==> config.mk <==
export PLATFORM = sky130hd
export DESIGN_NAME = uart_rx_frame_flat
export DESIGN_NICKNAME = d
export VERILOG_FILES = /design/src/rtl/uart_rx_frame_if.sv /design/src/rtl/uart_rx_frame.sv /design/src/flat_wrapper.sv
export SDC_FILE = /design/constraint.sdc
export NUM_CORES = 1
export LEC_CHECK = 0
export ABC_AREA = 0
export BUFFER_PORTS_ARGS = -buffer_cell sky130_fd_sc_hd__clkbuf_2
export CAP_MARGIN = 20
export CORE_MARGIN = 3
export CORE_UTILIZATION = 30
export CTS_BUF_LIST = sky130_fd_sc_hd__clkbuf_8
export DETAILED_ROUTE_END_ITERATION = 8
export HOLD_SLACK_MARGIN = 0.08
export MAX_ROUTING_LAYER = met4
export PLACE_DENSITY = 0.46
export SLEW_MARGIN = 20
export SYNTH_ARGS = -nofsm -noshare
export SYNTH_HDL_FRONTEND = slang
export SYNTH_SLANG_ARGS = --single-unit
==> constraint.sdc <==
create_clock -name CLK -period 2.83 [get_ports CLK]
set_clock_uncertainty 0.2 [all_clocks]
set_input_delay 0.1415 -clock CLK [delete_from_list [all_inputs] [get_ports CLK]]
set_output_delay 0.1415 -clock CLK [all_outputs]
set_load 0.01 [all_outputs]
==> src/rtl/uart_rx_frame_if.sv <==
// Serial-line and parallel-result signal bundle for the UART frame receiver.
// The slave modport is the receiver side; the master modport is the line/config driver side.
interface uart_rx_frame_if #(
    parameter int Data_width     = 8,
    parameter int Prescale_width = 6
);
    logic                      RX_IN;
    logic [Prescale_width-1:0] Prescale;
    logic                      PAR_EN;
    logic                      PAR_TYP;
    logic [Data_width-1:0]     P_DATA;
    logic                      data_valid;
    logic                      parity_error;
    logic                      stop_error;

    modport master (
        output RX_IN, Prescale, PAR_EN, PAR_TYP,
        input  P_DATA, data_valid, parity_error, stop_error
    );

    modport slave (
        input  RX_IN, Prescale, PAR_EN, PAR_TYP,
        output P_DATA, data_valid, parity_error, stop_error
    );
endinterface

==> src/rtl/uart_rx_frame.sv <==
// Oversampling UART receiver: majority-voted bit sampling, LSB-first deserialisation,
// optional parity, and one-cycle result pulses on the cycle the FSM returns to IDLE.
module uart_rx_frame #(
    parameter int Data_width     = 8,
    parameter int Prescale_width = 6
) (
    input  logic             CLK,
    input  logic             RST,
    uart_rx_frame_if.slave   rx
);
    localparam int PW = Prescale_width;
    localparam int CW = (Data_width > 1) ? $clog2(Data_width) : 1;

    typedef enum logic [2:0] {IDLE, START, DATA, PARITY, STOP} state_t;

    state_t                state_q, state_d;
    logic [PW-1:0]         edge_q, edge_d;
    logic [CW-1:0]         bit_q, bit_d;
    logic [2:0]            samp_q, samp_d;
    logic [Data_width-1:0] shift_q, shift_d;
    logic [PW-1:0]         p_q, p_d;
    logic                  par_en_q, par_en_d;
    logic                  par_typ_q, par_typ_d;
    logic                  par_err_q, par_err_d;
    logic [Data_width-1:0] pdata_q, pdata_d;
    logic                  dv_q, dv_d;
    logic                  pe_q, pe_d;
    logic                  se_q, se_d;

    logic [PW-1:0]         half;
    logic                  in_window, decide, wrap, maj, legal_p;

    always_comb begin
        half      = {1'b0, p_q[PW-1:1]};
        in_window = (edge_q == half - PW'(2)) || (edge_q == half - PW'(1)) || (edge_q == half);
        decide    = (edge_q == half + PW'(1));
        wrap      = (edge_q == p_q - PW'(1));
        maj       = (samp_q[0] & samp_q[1]) | (samp_q[0] & samp_q[2]) | (samp_q[1] & samp_q[2]);
        legal_p   = (rx.Prescale == PW'(8)) || (rx.Prescale == PW'(16)) || (rx.Prescale == PW'(32));
    end

    always_comb begin
        state_d   = state_q;
        edge_d    = edge_q;
        bit_d     = bit_q;
        samp_d    = samp_q;
        shift_d   = shift_q;
        p_d       = p_q;
        par_en_d  = par_en_q;
        par_typ_d = par_typ_q;
        par_err_d = par_err_q;
        pdata_d   = pdata_q;
        dv_d      = 1'b0;
        pe_d      = 1'b0;
        se_d      = 1'b0;

        if (state_q != IDLE) begin
            if (in_window) samp_d = {samp_q[1:0], rx.RX_IN};
            edge_d = wrap ? '0 : edge_q + PW'(1);
        end

        case (state_q)
            IDLE: begin
                // The detecting edge is edge_cnt 0 of the start bit, so counting resumes at 1.
                if (!rx.RX_IN) begin
                    state_d   = START;
                    edge_d    = PW'(1);
                    bit_d     = '0;
                    par_err_d = 1'b0;
                    p_d       = legal_p ? rx.Prescale : PW'(8);
                    par_en_d  = rx.PAR_EN;
                    par_typ_d = rx.PAR_TYP;
                end
            end
            START: begin
                if (decide && maj) begin
                    state_d = IDLE;
                    edge_d  = '0;
                end else if (wrap) begin
                    state_d = DATA;
                end
            end
            DATA: begin
                if (decide) shift_d[bit_q] = maj;
                if (wrap) begin
                    if (bit_q == CW'(Data_width - 1)) begin
                        bit_d   = '0;
                        state_d = par_en_q ? PARITY : STOP;
                    end else begin
                        bit_d = bit_q + CW'(1);
                    end
                end
            end
            PARITY: begin
                if (decide) par_err_d = maj ^ (^shift_q) ^ par_typ_q;
                if (wrap) state_d = STOP;
            end
            STOP: begin
                // The vote samples are untouched after the window, so maj is still the stop bit here.
                if (wrap) begin
                    state_d = IDLE;
                    pe_d    = par_err_q;
                    se_d    = ~maj;
                    dv_d    = ~par_err_q & maj;
                    if (~par_err_q & maj) pdata_d = shift_q;
                end
            end
            default: state_d = IDLE;
        endcase
    end

    always_ff @(posedge CLK) begin
        if (RST) begin
            state_q   <= IDLE;
            edge_q    <= '0;
            bit_q     <= '0;
            samp_q    <= '0;
            shift_q   <= '0;
            p_q       <= PW'(8);
            par_en_q  <= 1'b0;
            par_typ_q <= 1'b0;
            par_err_q <= 1'b0;
            pdata_q   <= '0;
            dv_q      <= 1'b0;
            pe_q      <= 1'b0;
            se_q      <= 1'b0;
        end else begin
            state_q   <= state_d;
            edge_q    <= edge_d;
            bit_q     <= bit_d;
            samp_q    <= samp_d;
            shift_q   <= shift_d;
            p_q       <= p_d;
            par_en_q  <= par_en_d;
            par_typ_q <= par_typ_d;
            par_err_q <= par_err_d;
            pdata_q   <= pdata_d;
            dv_q      <= dv_d;
            pe_q      <= pe_d;
            se_q      <= se_d;
        end
    end

    assign rx.P_DATA       = pdata_q;
    assign rx.data_valid   = dv_q;
    assign rx.parity_error = pe_q;
    assign rx.stop_error   = se_q;
endmodule

==> src/flat_wrapper.sv <==
// flat-port wrapper written by rule: the top's interface ports become plain ports
module uart_rx_frame_flat 
#(
    parameter int Data_width     = 8,
    parameter int Prescale_width = 6
)
  (CLK, RST, rx_RX_IN, rx_Prescale, rx_PAR_EN, rx_PAR_TYP, rx_P_DATA, rx_data_valid, rx_parity_error, rx_stop_error);
  uart_rx_frame_if #(.Data_width(Data_width), .Prescale_width(Prescale_width)) rx_i ();
  input  logic CLK;
  input  logic RST;
  input wire logic [$bits(rx_i.RX_IN)-1:0] rx_RX_IN;
  input wire logic [$bits(rx_i.Prescale)-1:0] rx_Prescale;
  input wire logic [$bits(rx_i.PAR_EN)-1:0] rx_PAR_EN;
  input wire logic [$bits(rx_i.PAR_TYP)-1:0] rx_PAR_TYP;
  output wire logic [$bits(rx_i.P_DATA)-1:0] rx_P_DATA;
  output wire logic [$bits(rx_i.data_valid)-1:0] rx_data_valid;
  output wire logic [$bits(rx_i.parity_error)-1:0] rx_parity_error;
  output wire logic [$bits(rx_i.stop_error)-1:0] rx_stop_error;
  assign rx_i.RX_IN = rx_RX_IN;
  assign rx_i.Prescale = rx_Prescale;
  assign rx_i.PAR_EN = rx_PAR_EN;
  assign rx_i.PAR_TYP = rx_PAR_TYP;
  assign rx_P_DATA = rx_i.P_DATA;
  assign rx_data_valid = rx_i.data_valid;
  assign rx_parity_error = rx_i.parity_error;
  assign rx_stop_error = rx_i.stop_error;
  uart_rx_frame #(.Data_width(Data_width), .Prescale_width(Prescale_width)) u_core (.CLK(CLK), .RST(RST), .rx(rx_i));
endmodule
==> flow_summary.yaml, run 1 <==
cells_and_area:
  layout_common_cells: "dfxtp_1, nand2_1, a21oi_1, clkbuf_2, buf_4"
  multi_input_area_um2: 1710
  fill_cells: 925
  design_area_um2: 3210
  nets: 382
  n_antenna_cell: 0
  ff_latch_area_um2: 861
  utilization_pct: 36.7
  area_growth_pct: 18.4
  final_common_cell: "dfxtp_1"
  drive_gt1_share_pct: 15.2
outcome:
  outcome: "finished clean"
logic_synthesis:
  ys_types: 48
  ys.warnings.count: 0
  synthCells: 330
  synth-seq-cells: 43
  synth-seq-area-share_pct: 31.7
  synthArstFlopShare_pct: 0
  syn_nets: 351
  synthesis.area_um2: 2720
  synth_edf_count: 0
  synth_flop_cell: "dfxtp_1"
  avgSynthCellArea_um2: 8.23
critical_path:
  crit_arrival_ns: 2.64
  start_kind: "flip-flop"
  worstPathMaxFanout: 11
  crit_slowest_cell: "dlygate4sd3_1"
  r2r_cells: 5
  crit_path_max_incr_delay_ns: 0.59
  worstSetupPathType: "reg -> reg"
  worstSetupEndpointType: "flip-flop"
  required_ns: 2.86
  cp_cell_sequence: "or3_1, nor2_1, nand4b_1, dlygate4sd3_1, a21oi_1"
timing:
  fin_tns_setup_ns: 0
  maxSlewHeadroom_pct: 56.9
  timing_max_transition_violations_final: 0
  clock.fmax_mhz: 384
  post-route-period-util_pct: 92.1
  rsz0062_at_grt: "no"
  finalHoldViolCount: 0
  setup_viol: 0
  period_needed_ns: 2.61
  tightest_slew_ns: 0.645
clock_tree:
  cts_tree: "built"
  worstSkewPairLatency_ns: 0.30
  cts_made_buffers: 5
  path_clk_slew_ns: 0.08
  htreeDepth: 2
  cts_root_buffer: "clkbuf_8"
  ctsLongestPathBuffers: 2
  cts.sinks: 43
floorplanning:
  die_area_um2: 10200
  core.rowCount: 34
  initial_core_util_pct: 31.0
  die_x_um: 101
  core_um2: 8760
  design.portCount: 22
  die_h_um: 101
power:
  power_frac_seq_pct: 50.3
  swShare_pct: 25.6
  p_leak_nw: 1.15
  p_int_w: 0.000936
  vdd_drop_max_v: 0.000209
  p_sw_w: 0.000322
  combPwrFrac_pct: 11.2
  powerDensity_nw_per_um2: 392
  clock_power_share_pct: 38.6
min_path:
  whs_path_depth: 3
  hp-class: "in -> reg"
routing:
  dr.pass1.iters: 4
  vias_per_cell: 5.17
  drt-total-wl_mm: 6.92
  drt-initial-drc-count: 94
  drc: 0
  vias: 2428
  ant_nets: 0
  wl_per_cell_um: 14.7
grt:
  grt-ovfl-total: 0
  grt_pass1_vias: 2284
  antenna_found_initial: 0
  grt_max_degree: 27
  grt_first_pass_wirelength_mm: 11.6
  track_usage_pct: 14.5
run:
  maxCapViolations: 0
place:
  place_hpwl_mm: 5.05
  gp_congestion: 0.825
  place.port_buffers: 21
  place_area_um2: 3010
-- flip-flops by register name, indices dropped and copies added (netlist names) --
register / count
u_core.edge_q: 6
u_core.rx.P_DATA: 8
u_core.par_en_q: 1
u_core.par_typ_q: 1
u_core.par_err_q: 1
u_core.state_q: 3
u_core.samp_q: 3
u_core.p_q: 6
u_core.shift_q: 8
u_core.rx.data_valid: 1
u_core.rx.parity_error: 1
u_core.rx.stop_error: 1
u_core.bit_q: 3
-- synth_stat cells, types with 3 or more instances --
master	number	share of area, %
dfxtp_1	43	32
nand2_1	42	5.8
clkbuf_1	23	3.2
a21oi_1	21	3.9
mux2i_1	17	6.3
xnor2_1	17	5.5
nor2_1	14	1.9
inv_1	12	1.7
or4_1	11	3.0
ha_1	10	4.6
o31ai_1	10	2.8
nand3_1	9	1.7
nor3_1	9	1.7
nand2b_1	8	1.8
nor4_1	8	1.8
xor2_1	8	2.6
o21ai_0	6	1.1
a211oi_1	4	1.1
a21o_1	4	1.1
nand4b_1	4	1.3
o311ai_0	4	1.3
or3_1	4	0.92
nand4_1	3	0.69
nor4b_1	3	0.97
o32ai_1	3	0.97
-- layout make-up --
class	count	area share, %
sequential	43	26.8
tap	108	4.20
clock inverter	3	1.36
clock buffer	5	2.14
inverter	12	1.40
timing repair buffer	51	11.0
multi-input combinational	248	53.1
-- per-layer routing --
metal  wire length, um  up-vias  share of wire (%)  GRT usage [%]
met4                65        0               0.94           3.48
met3               303        5                4.4           2.82
met5                 0        -                  0              -
met1              3520     1135                 51           21.3
met2              3030       39                 44           20.3
li1                  -     1249                  -              -
-- power groups by stage --
stage	clock, W	combinational [W]	sequential, W
2_1_floorplan	0	0.0000944	0.000639
3_3_place_gp	0	0.000135	0.000647
3_5_place_dp	0	0.000135	0.000647
4_1_cts	0.000504	0.000142	0.000632
5_1_grt	0.000541	0.000159	0.000635
6_report	0.000485	0.000141	0.000632
-- path summary, 6_finish.rpt --
path / startpoint / end / slack [ns]
min: RST / u_core.par_typ_q / 0.12
min reg2reg: u_core.rx.P_DATA[5] / u_core.rx.P_DATA[5] / 0.26
max: u_core.state_q[1] / u_core.p_q[4] / 0.22
max reg2reg: u_core.state_q[1] / u_core.p_q[4] / 0.22
-- logic make-up (layout without fill, tap and decap cells) --
kind of cell / Yosys count / in the layout / share of synthesized area [%]
flops: 43 / 43 / 31.7
xor+xnor: 27 / 27 / 9.72
fa+ha+maj: 11 / 11 / 4.98
compound gates: 68 / 68 / 17.0
simple gates: 125 / 125 / 24.8
mux: 17 / 17 / 6.27
buf+inv: 39 / 71 / 5.53
-- worst max-delay path, delay by kind of cell, from the launching register on --
family | cells | cell delay [ns]
AOI/OAI and AO/OA | 1 | 0.15
DFF | 1 | 0.42
buffers and inverters | 1 | 0.59
and+or+nand+nor | 3 | 1.19
-- metrics by stage --
| step | hold slack (ns) | setup WS [ns] | std cells | total power [W] |
|---|---|---|---|---|
| floorplan | 0.0775 | 0.118 | 330 | 0.000734 |
| global placement | 0.182 | 0.139 | 453 | 0.000782 |
| global route | 0.121 | 0.0453 | 470 | 0.00134 |
| CTS | 0.111 | 0.0847 | 470 | 0.00128 |
| finish | 0.116 | 0.223 | 470 | 0.00126 |
| detailed placement | 0.185 | 0.101 | 453 | 0.000782 |
-- what timing repair did --
item                                    4_1_cts  5_1_grt
gates resized for setup                       0        2
endpoints found under the setup margin        0       16
buffers inserted                              0        0
hold buffers                                  9        0
hold endpoints to repair                      7        0
Note: power is estimated with default switching activity, not from simulation.
==> inputs of run 2 (changes only) <==
--- a/config.mk
+++ b/config.mk
@@ -10,7 +10,7 @@
 export CAP_MARGIN = 20
 export CORE_MARGIN = 3
 export CORE_UTILIZATION = 30
-export CTS_BUF_LIST = sky130_fd_sc_hd__clkbuf_8
+export CTS_BUF_LIST = sky130_fd_sc_hd__clkbuf_4
 export DETAILED_ROUTE_END_ITERATION = 8
 export HOLD_SLACK_MARGIN = 0.08
 export MAX_ROUTING_LAYER = met4
==> flow_summary.yaml, run 2 (synthesis gave the netlist of run 1 again) <==
critical_path:
  crit_slowest_cell: "or4_4"
  timing.rr.start: "u_core.p_q[0]"
  crit_path_max_incr_delay_ns: 0.59
  worstSetupPathType: "reg -> reg"
  cp_num_buf_inv: 2
  worstPathMaxFanout: 9
  worstSetupEndpointType: "flip-flop"
  worst-r2r-setup-slack_ns: 0.23
  crit_path_start: "u_core.p_q[0]"
  start_kind: "flip-flop"
  crit_family: "simple AND/OR/NAND/NOR gates"
  required_ns: 2.93
  crit_arrival_ns: 2.70
  setup.worst_path.end: "u_core.rx.P_DATA[6]"
  cp_cell_sequence: "inv_1, ha_1, nand2b_1, and3_1, or4_4, nor4_4, buf_4, mux2i_1"
  r2r_cells: 8
  timing.rr.end: "u_core.rx.P_DATA[6]"
  path_depth: 8
cells_and_area:
  n_antenna_cell: 0
  layout_common_cells: "dfxtp_1, nand2_1, a21oi_1, clkbuf_2, buf_4"
  area_growth_pct: 18.3
  drive_gt1_share_pct: 15.1
  nets: 385
  final_common_cell: "dfxtp_1"
min_path:
  hp-class: "reg -> reg"
  whs_path_depth: 2
clock_tree:
  worstSkewPairLatency_ns: 0.36
  post_cts_buffers: 0
  ctsLongestPathBuffers: 2
  cts.sinks: 43
  cts_made_buffers: 5
  cts_tree: "built"
  cts_root_buffer: "clkbuf_4"
  htreeDepth: 2
  path_clk_slew_ns: 0.14
routing:
  wl_per_cell_um: 14.6
  vias_per_cell: 5.22
  wl_met3_um: 282
  drc: 0
  ant_nets: 0
  vias: 2471
  dr.pass1.iters: 4
  wl_met2_mm: 3.07
  top_layer_used: "met4"
  met1_length_mm: 3.50
  drt-initial-drc-count: 89
  drt-total-wl_mm: 6.91
timing:
  timing_max_transition_violations_final: 0
  setup_viol: 0
  tightest_slew_ns: 0.649
  period_needed_ns: 2.60
  fin_tns_setup_ns: 0
  rsz0062_at_grt: "no"
  finalHoldViolCount: 0
  clock.fmax_mhz: 384
  timing.hold.ws_ns: 0.270
  post-route-period-util_pct: 91.9
  maxSlewHeadroom_pct: 56.7
floorplanning:
  initial_core_util_pct: 31.0
  core_um2: 8760
  design.portCount: 22
  die_x_um: 101
  core.rowCount: 34
  die_area_um2: 10200
  die_h_um: 101
power:
  powerDensity_nw_per_um2: 366
  p_sw_w: 0.000313
  p_leak_nw: 1.15
  p_int_w: 0.000864
  vdd_drop_max_v: 0.000211
  clock_power_share_pct: 33.8
  swShare_pct: 26.6
  p_total_w: 0.00118
  power_frac_seq_pct: 53.8
  combPwrFrac_pct: 12.3
grt:
  grt_first_pass_wirelength_mm: 11.6
  grt-ovfl-total: 0
  grt_pass1_vias: 2331
  track_usage_pct: 14.4
  grt_max_degree: 27
  antenna_found_initial: 0
outcome:
  outcome: "finished clean"
run:
  maxCapViolations: 0
place:
  gp_congestion: 0.825
  place.port_buffers: 21
  place_hpwl_mm: 5.05
[run 2: changes by cell type in the layout (fill, tap and decap cells not counted), sizes merged]
cell / delta
dlygate4sd3: +3
[run 2: per-layer routing]
metal | vias to the layer above | GRT usage, %
met1 | 1156 | 21.2
li1 | 1263 | -
met2 | 47 | 20.4
met3 | 5 | 2.20
met5 | - | -
met4 | 0 | 3.78
[run 2: cell type report]
class	instances	area [um2]
multi-input cells	248	1710
fillers	926	5550
inverters	12	45.0
clock buffers	5	37.5
well taps	108	135
repair buffers	54	383
clock inverters	3	43.8
flip-flops and latches	43	861
[run 2: through the flow]
stage,instances,area [um2],worst slack (ns),utilization [%]
global route,473,3210,0.0335,36.7
floorplan,330,2720,0.118,-
global placement,453,3010,0.139,34.3
detailed placement,453,3010,0.101,34.3
CTS,473,3210,0.0749,36.6
finish,473,3210,0.228,36.7
[run 2: worst min-delay path, delay by kind of cell (launching register included)]
family / cells / cell delay (ns)
flops: 1 / 0.34
simple gates: 1 / 0.05
mux: 1 / 0.05
[run 2: what timing repair did]
action | 4_1_cts | 5_1_grt
endpoints found under the hold margin | 25 | 0
hold buffers | 12 | 0
setup endpoints to repair | 0 | 16
resized for setup | 0 | 2
[run 2: worst min path at each step]
stage	start	endpoint	slack, ns
2_1_floorplan	rx_PAR_EN	u_core.par_en_q	0.08
3_3_place_gp	rx_PAR_TYP	u_core.par_typ_q	0.18
3_5_place_dp	rx_PAR_TYP	u_core.par_typ_q	0.18
4_1_cts	u_core.rx.P_DATA[0]	u_core.rx.P_DATA[0]	0.27
5_1_grt	u_core.rx.P_DATA[7]	u_core.rx.P_DATA[7]	0.30
6_report	u_core.rx.P_DATA[5]	u_core.rx.P_DATA[5]	0.27
[run 2: power groups by stage]
stage	clock network, W	registers, W	logic [W]
2_1_floorplan	0	0.000639	0.0000944
3_3_place_gp	0	0.000647	0.000135
6_report	0.000398	0.000633	0.000145
5_1_grt	0.000447	0.000637	0.000164
4_1_cts	0.000415	0.000633	0.000146
3_5_place_dp	0	0.000647	0.000135
